--- src/rtl/rob_multiport.sv ---
// rob_multiport: 2-wide in-order allocate/retire reorder buffer, 2 writeback ports, register lookup; `define ROB_FLUSH_EN adds tag flush
module rob_multiport #(
    parameter int DEPTH  = 16,
    parameter int DATA_W = 32,
    parameter int REG_AW = 5,
    localparam int TAG_W = $clog2(DEPTH)
) (
    input  logic              clk,
    input  logic              rst,
`ifdef ROB_FLUSH_EN
    input  logic              flush_valid,
    input  logic [TAG_W-1:0]  flush_tag,
`endif
    input  logic [1:0]        alloc_req,
    input  logic [REG_AW-1:0] alloc_dst0,
    input  logic [REG_AW-1:0] alloc_dst1,
    input  logic              alloc_wen0,
    input  logic              alloc_wen1,
    output logic              alloc_ready,
    output logic [TAG_W-1:0]  alloc_tag0,
    output logic [TAG_W-1:0]  alloc_tag1,
    input  logic              wb_valid0,
    input  logic              wb_valid1,
    input  logic [TAG_W-1:0]  wb_tag0,
    input  logic [TAG_W-1:0]  wb_tag1,
    input  logic [DATA_W-1:0] wb_data0,
    input  logic [DATA_W-1:0] wb_data1,
    input  logic [REG_AW-1:0] lk_reg,
    output logic              lk_hit,
    output logic              lk_done,
    output logic [DATA_W-1:0] lk_data,
    output logic [TAG_W-1:0]  lk_tag,
    output logic              cm_we1,
    output logic              cm_we2,
    output logic [REG_AW-1:0] cm_reg1,
    output logic [REG_AW-1:0] cm_reg2,
    output logic [DATA_W-1:0] cm_data1,
    output logic [DATA_W-1:0] cm_data2,
    output logic [1:0]        cm_retire,
    output logic [TAG_W:0]    count,
    output logic              full,
    output logic              empty
);
    logic [DEPTH-1:0] valid_q, valid_d, done_q, done_d, wen_q, wen_d;
    logic [REG_AW-1:0] dst_q [DEPTH];
    logic [REG_AW-1:0] dst_d [DEPTH];
    logic [DATA_W-1:0] data_q [DEPTH];
    logic [DATA_W-1:0] data_d [DEPTH];
    logic [TAG_W:0] head_q, head_d, tail_q, tail_d;
    logic cm_we1_q, cm_we2_q;
    logic [REG_AW-1:0] cm_reg1_q, cm_reg2_q;
    logic [DATA_W-1:0] cm_data1_q, cm_data2_q;
    logic [1:0] cm_retire_q;
    logic [TAG_W-1:0] h, h1, t, lk_idx, f_off;
    logic a0, a1, ret1, ret2, fl;

    assign h = head_q[TAG_W-1:0];
    assign h1 = h + TAG_W'(1);
    assign t = tail_q[TAG_W-1:0];
    assign count = tail_q - head_q;
    assign empty = tail_q == head_q;
    assign full = (tail_q ^ head_q) == {1'b1, {TAG_W{1'b0}}};
    assign alloc_ready = count <= (TAG_W+1)'(DEPTH - 2);
    assign alloc_tag0 = t;
    assign alloc_tag1 = t + TAG_W'(1);
    assign a0 = alloc_ready & alloc_req[0];
    assign a1 = a0 & alloc_req[1];
`ifdef ROB_FLUSH_EN
    assign fl = flush_valid & valid_q[flush_tag];
    assign f_off = flush_tag - h;
`else
    assign fl = 1'b0;
    assign f_off = '0;
`endif
    // A flush at the head itself keeps everything behind it from retiring
    assign ret1 = valid_q[h] & done_q[h];
    assign ret2 = ret1 & valid_q[h1] & done_q[h1] & ~(fl && f_off == '0);
    assign lk_tag = lk_idx;
    assign lk_done = lk_hit & done_q[lk_idx];
    assign lk_data = lk_done ? data_q[lk_idx] : '0;
    assign cm_we1 = cm_we1_q;
    assign cm_we2 = cm_we2_q;
    assign cm_reg1 = cm_reg1_q;
    assign cm_reg2 = cm_reg2_q;
    assign cm_data1 = cm_data1_q;
    assign cm_data2 = cm_data2_q;
    assign cm_retire = cm_retire_q;

    // Entry next state: allocate, writeback (port 1 last so it wins), retire, then flush
    always_comb begin
        valid_d = valid_q;
        done_d = done_q;
        wen_d = wen_q;
        dst_d = dst_q;
        data_d = data_q;
        head_d = head_q + (TAG_W+1)'(ret1) + (TAG_W+1)'(ret2);
        tail_d = tail_q + (TAG_W+1)'(a0) + (TAG_W+1)'(a1);
        if (a0) begin
            valid_d[t] = 1'b1;
            done_d[t] = 1'b0;
            wen_d[t] = alloc_wen0;
            dst_d[t] = alloc_dst0;
        end
        if (a1) begin
            valid_d[alloc_tag1] = 1'b1;
            done_d[alloc_tag1] = 1'b0;
            wen_d[alloc_tag1] = alloc_wen1;
            dst_d[alloc_tag1] = alloc_dst1;
        end
        if (wb_valid0 && valid_q[wb_tag0]) begin
            done_d[wb_tag0] = 1'b1;
            data_d[wb_tag0] = wb_data0;
        end
        if (wb_valid1 && valid_q[wb_tag1]) begin
            done_d[wb_tag1] = 1'b1;
            data_d[wb_tag1] = wb_data1;
        end
        if (ret1) valid_d[h] = 1'b0;
        if (ret2) valid_d[h1] = 1'b0;
        if (fl) begin
            tail_d = head_q + (TAG_W+1)'(f_off) + (TAG_W+1)'(1);
            for (int i = 0; i < DEPTH; i++)
                if (TAG_W'(i) - h > f_off) valid_d[i] = 1'b0;
        end
    end

    // Lookup walks oldest to youngest so the last match is the youngest producer
    always_comb begin
        lk_hit = 1'b0;
        lk_idx = '0;
        for (int i = 0; i < DEPTH; i++)
            if (lk_reg != '0 && valid_q[h + TAG_W'(i)] && wen_q[h + TAG_W'(i)] && dst_q[h + TAG_W'(i)] == lk_reg) begin
                lk_hit = 1'b1;
                lk_idx = h + TAG_W'(i);
            end
    end

    // Pointers, status bits and registered commit ports
    always_ff @(posedge clk) begin
        if (rst) begin
            head_q <= '0;
            tail_q <= '0;
            valid_q <= '0;
            done_q <= '0;
            wen_q <= '0;
            cm_we1_q <= 1'b0;
            cm_we2_q <= 1'b0;
            cm_reg1_q <= '0;
            cm_reg2_q <= '0;
            cm_data1_q <= '0;
            cm_data2_q <= '0;
            cm_retire_q <= '0;
        end else begin
            head_q <= head_d;
            tail_q <= tail_d;
            valid_q <= valid_d;
            done_q <= done_d;
            wen_q <= wen_d;
            cm_we1_q <= ret1 & wen_q[h];
            cm_we2_q <= ret2 & wen_q[h1];
            cm_reg1_q <= ret1 ? dst_q[h] : '0;
            cm_reg2_q <= ret2 ? dst_q[h1] : '0;
            cm_data1_q <= ret1 ? data_q[h] : '0;
            cm_data2_q <= ret2 ? data_q[h1] : '0;
            cm_retire_q <= {ret2, ret1 & ~ret2};
        end
    end

    // Entry payload needs no reset; valid bits guard it
    always_ff @(posedge clk) begin
        dst_q <= dst_d;
        data_q <= data_d;
    end
endmodule
--- config.mk ---
export PLATFORM = sky130hd
export DESIGN_NAME = rob_multiport
export DESIGN_NICKNAME = d
export VERILOG_FILES = /design/src/rtl/rob_multiport.sv
export SDC_FILE = /design/constraint.sdc
export NUM_CORES = 2
export LEC_CHECK = 0
export BUFFER_PORTS_ARGS = -buffer_cell sky130_fd_sc_hd__buf_4
export CAP_MARGIN = 15
export CORE_UTILIZATION = 57
export CTS_CLUSTER_DIAMETER = 80
export DETAILED_ROUTE_END_ITERATION = 6
export PLACE_DENSITY = 0.87
export SETUP_SLACK_MARGIN = 0.15
export SLEW_MARGIN = 20
export SYNTH_ARGS = -nofsm -noshare
export SYNTH_HDL_FRONTEND = slang
export SYNTH_SLANG_ARGS = --single-unit
--- constraint.sdc ---
create_clock -name clk -period 7.3 [get_ports clk]
set_input_delay 0.73 -clock clk [delete_from_list [all_inputs] [get_ports clk]]
set_output_delay 0.73 -clock clk [all_outputs]
set_load 0.02 [all_outputs]
Word level (Yosys, flattened, before mapping)
Cells that the tools add are included.
- add/sub/neg operators: 21
- magnitude comparators: 53
- equal/unequal tests: 18
- multiplexer cells: 204
- bitwise gates (word level): 45
- reductions and logical operators: 63
- operators with widths (operator ; count):
    bitwise mux 512 bit ; 2
    two-way mux 512 bit ; 2
    binary-select mux 32 bit (select 4 bit) ; 3
    binary-select mux 5 bit (select 4 bit) ; 16
    two-way mux 32 bit ; 9
    demux 32 bit (select 4 bit) ; 2
    two-way mux 5 bit ; 34
    bitwise mux 80 bit ; 2
    two-way mux 16 bit ; 10
    two-way mux 80 bit ; 2
    binary-select mux 1 bit (select 4 bit) ; 37
    greater-or-equal comparator 5 bit (second input constant) ; 21
    less-than comparator 4 x 5 -> 1 bit (second input constant) ; 21
    inverter 4 -> 5 bit ; 21
    equality test 5 bit ; 17
    AND 16 bit ; 4
    two-way mux 4 bit ; 16
    inverter 16 bit ; 4
    OR 16 bit ; 4
    logical AND 1 bit ; 60
    two-way mux 1 bit ; 59
    demux 5 bit (select 4 bit) ; 2
    adder 4 bit (second input constant) ; 8
    bitwise mux 16 bit ; 2
    15 further kinds ; 46
- bits in registers: 728
- input port bits: 95
- output and inout bits: 132
- logic and storage cells: 448

Longest topological paths before layout
- depth in word-level cells: 27
- gate-level depth with buffers: 29
- gate-level depth less buffers: 17

Least setup slack after synthesis
No wires, ideal clock.
- kind: register to output
- from: register head_q[1]
- to: output lk_data[21]
- arrival time: 6058 ps
- data required time: 6570 ps
- setup slack: 512 ps
- stages on the path, launching flop included: 27
- path buffers: 10
- path through: dfxtp_1 buf_6 buf_6 buf_4 buf_4 buf_2 inv_1 ha_1 buf_2 buf_2 buf_2 mux4_2 mux4_2 mux2_1 o311ai_1 nor2_1 a211o_1 and3_1 nor4b_2 a21boi_4 inv_4 buf_6 nor2_1 a21oi_1 nand4_1 clkbuf_1 a21oi_1
- word-level cells in the longest chain between the ends: 27
- elaborated cells between the ends (all ways): 247
- classes of those cells: add/sub: 15; eq/ne: 16; mux: 150; bitwise: 18; reduce/logical: 48
- ends and longest elaborated chain (element ; RTL line ; text):
    start, declared ; 49 ; logic [TAG_W:0] head_q, head_d, tail_q, tail_d;
    start signal, assigned ; 141 ; head_q <= '0;
    start signal, assigned ; 154 ; head_q <= head_d;
    adder 4 x 1 -> 4 bit / inverter 4 -> 5 bit (equally long branches) ; 132, 134 ;
    inverter 4 -> 5 bit (not written as such) / binary-select mux 5 bit (select 4 bit) (equally long branches) ; 132 ; if (lk_reg != '0 && valid_q[h + TAG_W'(i)] && wen_q[h + TAG_W'(i)] && dst_q[h + TAG_W'(i)] == lk_reg) begin
    binary-select mux 5 bit (select 4 bit) / two-way mux 5 bit (equally long branches) ; 132 ;
    two-way mux 5 bit (not written as such) ; 132 ;
    two-way mux 5 bit (not written as such) / equality test 5 bit (equally long branches) ; 132 ;
    equality test 5 bit / logical AND 1 bit (equally long branches) ; 132 ;
    logical AND 1 bit / two-way mux 4 bit (equally long branches) ; 132 ;
    two-way mux 4 bit (15 in series) ; 132 ;
    inverter 4 -> 5 bit (not written as such) ; 80 ; assign lk_data = lk_done ? data_q[lk_idx] : '0;
    binary-select mux 32 bit (select 4 bit) ; 80 ;
    two-way mux 32 bit (not written as such) (2 in series) ; 80 ;
    two-way mux 32 bit * ; 80 ;
    end, declared ; 31 ; output logic [DATA_W-1:0] lk_data,
Every way passes the cells marked *; elsewhere a longest branch is shown, timed or not. The select of a mux whose other input is x is not followed.

Worst setup path in the final report
- from: register head_q[1]
- to: output lk_data[0]
The elaborated chain is that of the path after synthesis.

==> impl_results.md <==
* Number of global-route vias before repair at approximately 46,000
* Die Width at between 200 and 300 um
* Initial antenna violation count at 19
* DR DRC count at 48
* First DRT Iteration DRCs at between 8,000 and 9,000
* Largest net degree at the start of global routing at roughly 150
* CTS tree: yes
* Setup WS post-layout at approximately 0.13 ns
* Routed via count at around 48,000
* Syn_nets at ~5,300
* Placed inst area at roughly 53,000 um^2
* Ports at 227
* Leakage at ~19 nW
* WL per Instance at just over 30 um
* Clock Path Buffers at 3
* Synth warn at 0
* Crit end category: primary output
* Post-route ant nets at 0
* RSZ-0062 raised after global routing: true
* Violations in the final reports: design-rule violations
* Clk slew on worst S/H paths at approximately 0.060 ns
* Congestion Overflow GR at 0
* Max-slew violations at 0
* Top_reg_cell synth: dfxtp_1
* Area grow syn2layout at 12.6%
* Met2 Track Usage GR at 0.597
* Crit Path Category: register to primary output
* Die height at 300 um
* Maximum VDD drop at 284 uV
* Status: finished with violations
* First-pass GRT wire length at about 290,000 um
* Dpl hpwl at around 110,000 um
* Power Density at about 240 nW/um^2
* Final hold vios at 0
* Cell count after synthesis at just over 5,000
* Total CTS buffers at between 70 and 80
* Final #Nets at 5,184
* Synth unique cells at 92
* Leading cell type in the layout, fill and taps excluded: mux2i_1
* Most Used Layer, Global Route: met2
* Req. time, crit path at ~6.6 ns
* Setup TNS at 0 ns
* Netlist Area Pre-Place at between 50,000 and 60,000 um^2
* DR vias/cell at about 7.6
* Fmax at 0.140 GHz
* Final Hold Slack at roughly 0.38 ns
* Synthesized flop and latch total at approximately 730
* Port Buffers at between 200 and 250
* Die area at about 90,000 um^2
* Clock net sink count at roughly 730
* CP arrival at 6.44 ns
* Rows at between 100 and 150
* Dpl ws at between 0.04 and 0.05 ns
* Worst-Margin Slew at between 1 and 1.5 ns
* Final instance area at between 50,000 and 60,000 um^2
* H-tree Lvls at 3
* Worst min-delay path class: input port to register
* Final Skew at approximately 0.046 ns
* Routing usage on met3 at 0.157
* Most frequent cells in the layout: mux2i_1, dfxtp_1, nand2_1
* Filler Cell Count at about 6,200
* Min Clock Period, post-route at between 7 and 8 ns
* Slew headroom at 0.131
* Global Route Usage Sum at 0.419
* Root buf cell: clkbuf_16
* Starting density of the core at 0.579
* Detailed Routing Iterations Pass 1 at 7
* Total wire length at around 200,000 um
* Final Cycle Share at 0.982
* Post-synth EDFFs at 0
* Sequential share of the synthesized area at 0.288
* Max-cap viol count at 0
* RD Place Congestion at 1.03
* Met1 global-route usage at 0.522
* Clk_lat worst skew at between 0.6 and 0.7 ns
* Core area at slightly below 90,000 um^2
* Max FO, Critical Path at 13
* Startpoint Class: register
* Avg Inst Size Synth at 9.82 um^2
* Final setup vio count at 0
* Ys async rst share at 0
* Share of cells above drive strength 1 at 0.225
## power by group
group | internal, W | switching [W] | leakage, nW
Combinational | 0.00168 | 0.00140 | 11.4
Clock | 0.00285 | 0.00186 | 1.47
Sequential | 0.00474 | 0.00104 | 6.00
Total | 0.00927 | 0.00430 | 18.9
## path summary, 6_finish.rpt
path	from	end	slack [ns]	depth (start not counted)
worst max register to register	head_q[3]	cm_data2[20]	2.35	12
worst min-delay path	wb_data1[14]	data_q[270]	0.38	3
worst min register to register	tail_q[4]	tail_q[4]	0.55	2
worst max-delay path	head_q[1]	lk_data[0]	0.13	21
## per-layer routing
metal	vias up	wire (um)
met5	-	61
met4	10	17300
met3	1457	34000
met2	4900	80300
met1	22300	64000
li1	19100	-
## synth_stat cells, drive strengths merged (21+ instances only)
cell / instances / area (um^2)
and3: 47 / 294
a211oi: 51 / 383
nor2: 315 / 1190
nor4: 41 / 290
buf: 191 / 1050
xnor2: 57 / 571
mux2: 21 / 236
nand3: 61 / 305
o22ai: 133 / 832
nand2: 584 / 2200
mux2i: 985 / 9860
xor2: 41 / 385
a21oi: 271 / 1370
dfxtp: 728 / 14600
mux4: 485 / 10900
inv: 41 / 156
o21ai: 428 / 2150
nand4: 28 / 181
ha: 26 / 325
nor2b: 53 / 332
clkbuf: 365 / 1380
## critical path, cell delays in order (launching register included)
cell	delay, ns
dfxtp_4	0.45
inv_1	0.15
buf_4	0.18
ha_1	0.20
a21oi_2	0.34
xnor2_2	0.20
buf_4	0.26
mux4_2	0.33
xnor2_1	0.29
nand3_2	0.21
o21bai_4	0.24
a31oi_1	0.13
a2111o_1	0.46
a311oi_2	0.31
a21oi_4	0.19
buf_4	0.23
or3b_2	0.56
buf_4	0.28
o22ai_1	0.16
nor4_1	0.07
a21oi_1	0.31
buf_4	0.22
## cell type report
cell class              count  area (um^2)  area share
flip-flops and latches    728        14600       0.256
diodes                     17         42.5    0.000748
repair inverters            2         20.0    0.000352
clock buffers              99         2130      0.0375
inverters                  41          191     0.00336
repair buffers            385         3490      0.0614
multi-input cells        3823        34100       0.599
well taps                1155         1450      0.0254
clock inverters            49          913      0.0160
## state kept, by name, indices dropped and copies added, names as in the netlist
name	flops
data_q	512
dst_q	80
cm_data1	32
cm_data2	32
done_q	16
valid_q	16
wen_q	16
cm_reg1	5
cm_reg2	5
head_q	5
tail_q	5
cm_retire	2
cm_we1	1
cm_we2	1
## per-stage QoR
stage / utilization / power [W] / std cells
2_1_floorplan: - / 0.00767 / 5148
3_3_place_gp: 0.604 / 0.00843 / 6086
3_5_place_dp: 0.604 / 0.00863 / 6086
6_report: 0.652 / 0.0136 / 6299
4_1_cts: 0.645 / 0.0133 / 6257
5_1_grt: 0.652 / 0.0140 / 6293
## cells by family after synthesis
family,count (synthesis),share of synthesized area
AO/OA/AOI/OAI,996,0.113
AND/OR/NAND/NOR,1209,0.105
XOR/XNOR,98,0.0189
buffers and inverters,597,0.0510
adder cells (fa/ha/maj),29,0.00762
flip-flops,728,0.288
multiplexers,1491,0.416
## repair_timing
item,4_1_cts,5_1_grt
gates cloned,4,7
pin swaps,8,8
setup buffers,19,17
setup endpoints to repair,33,32
resized for setup,46,52
hold buffers,0,0
Note: power is estimated with default switching activity, not from simulation.
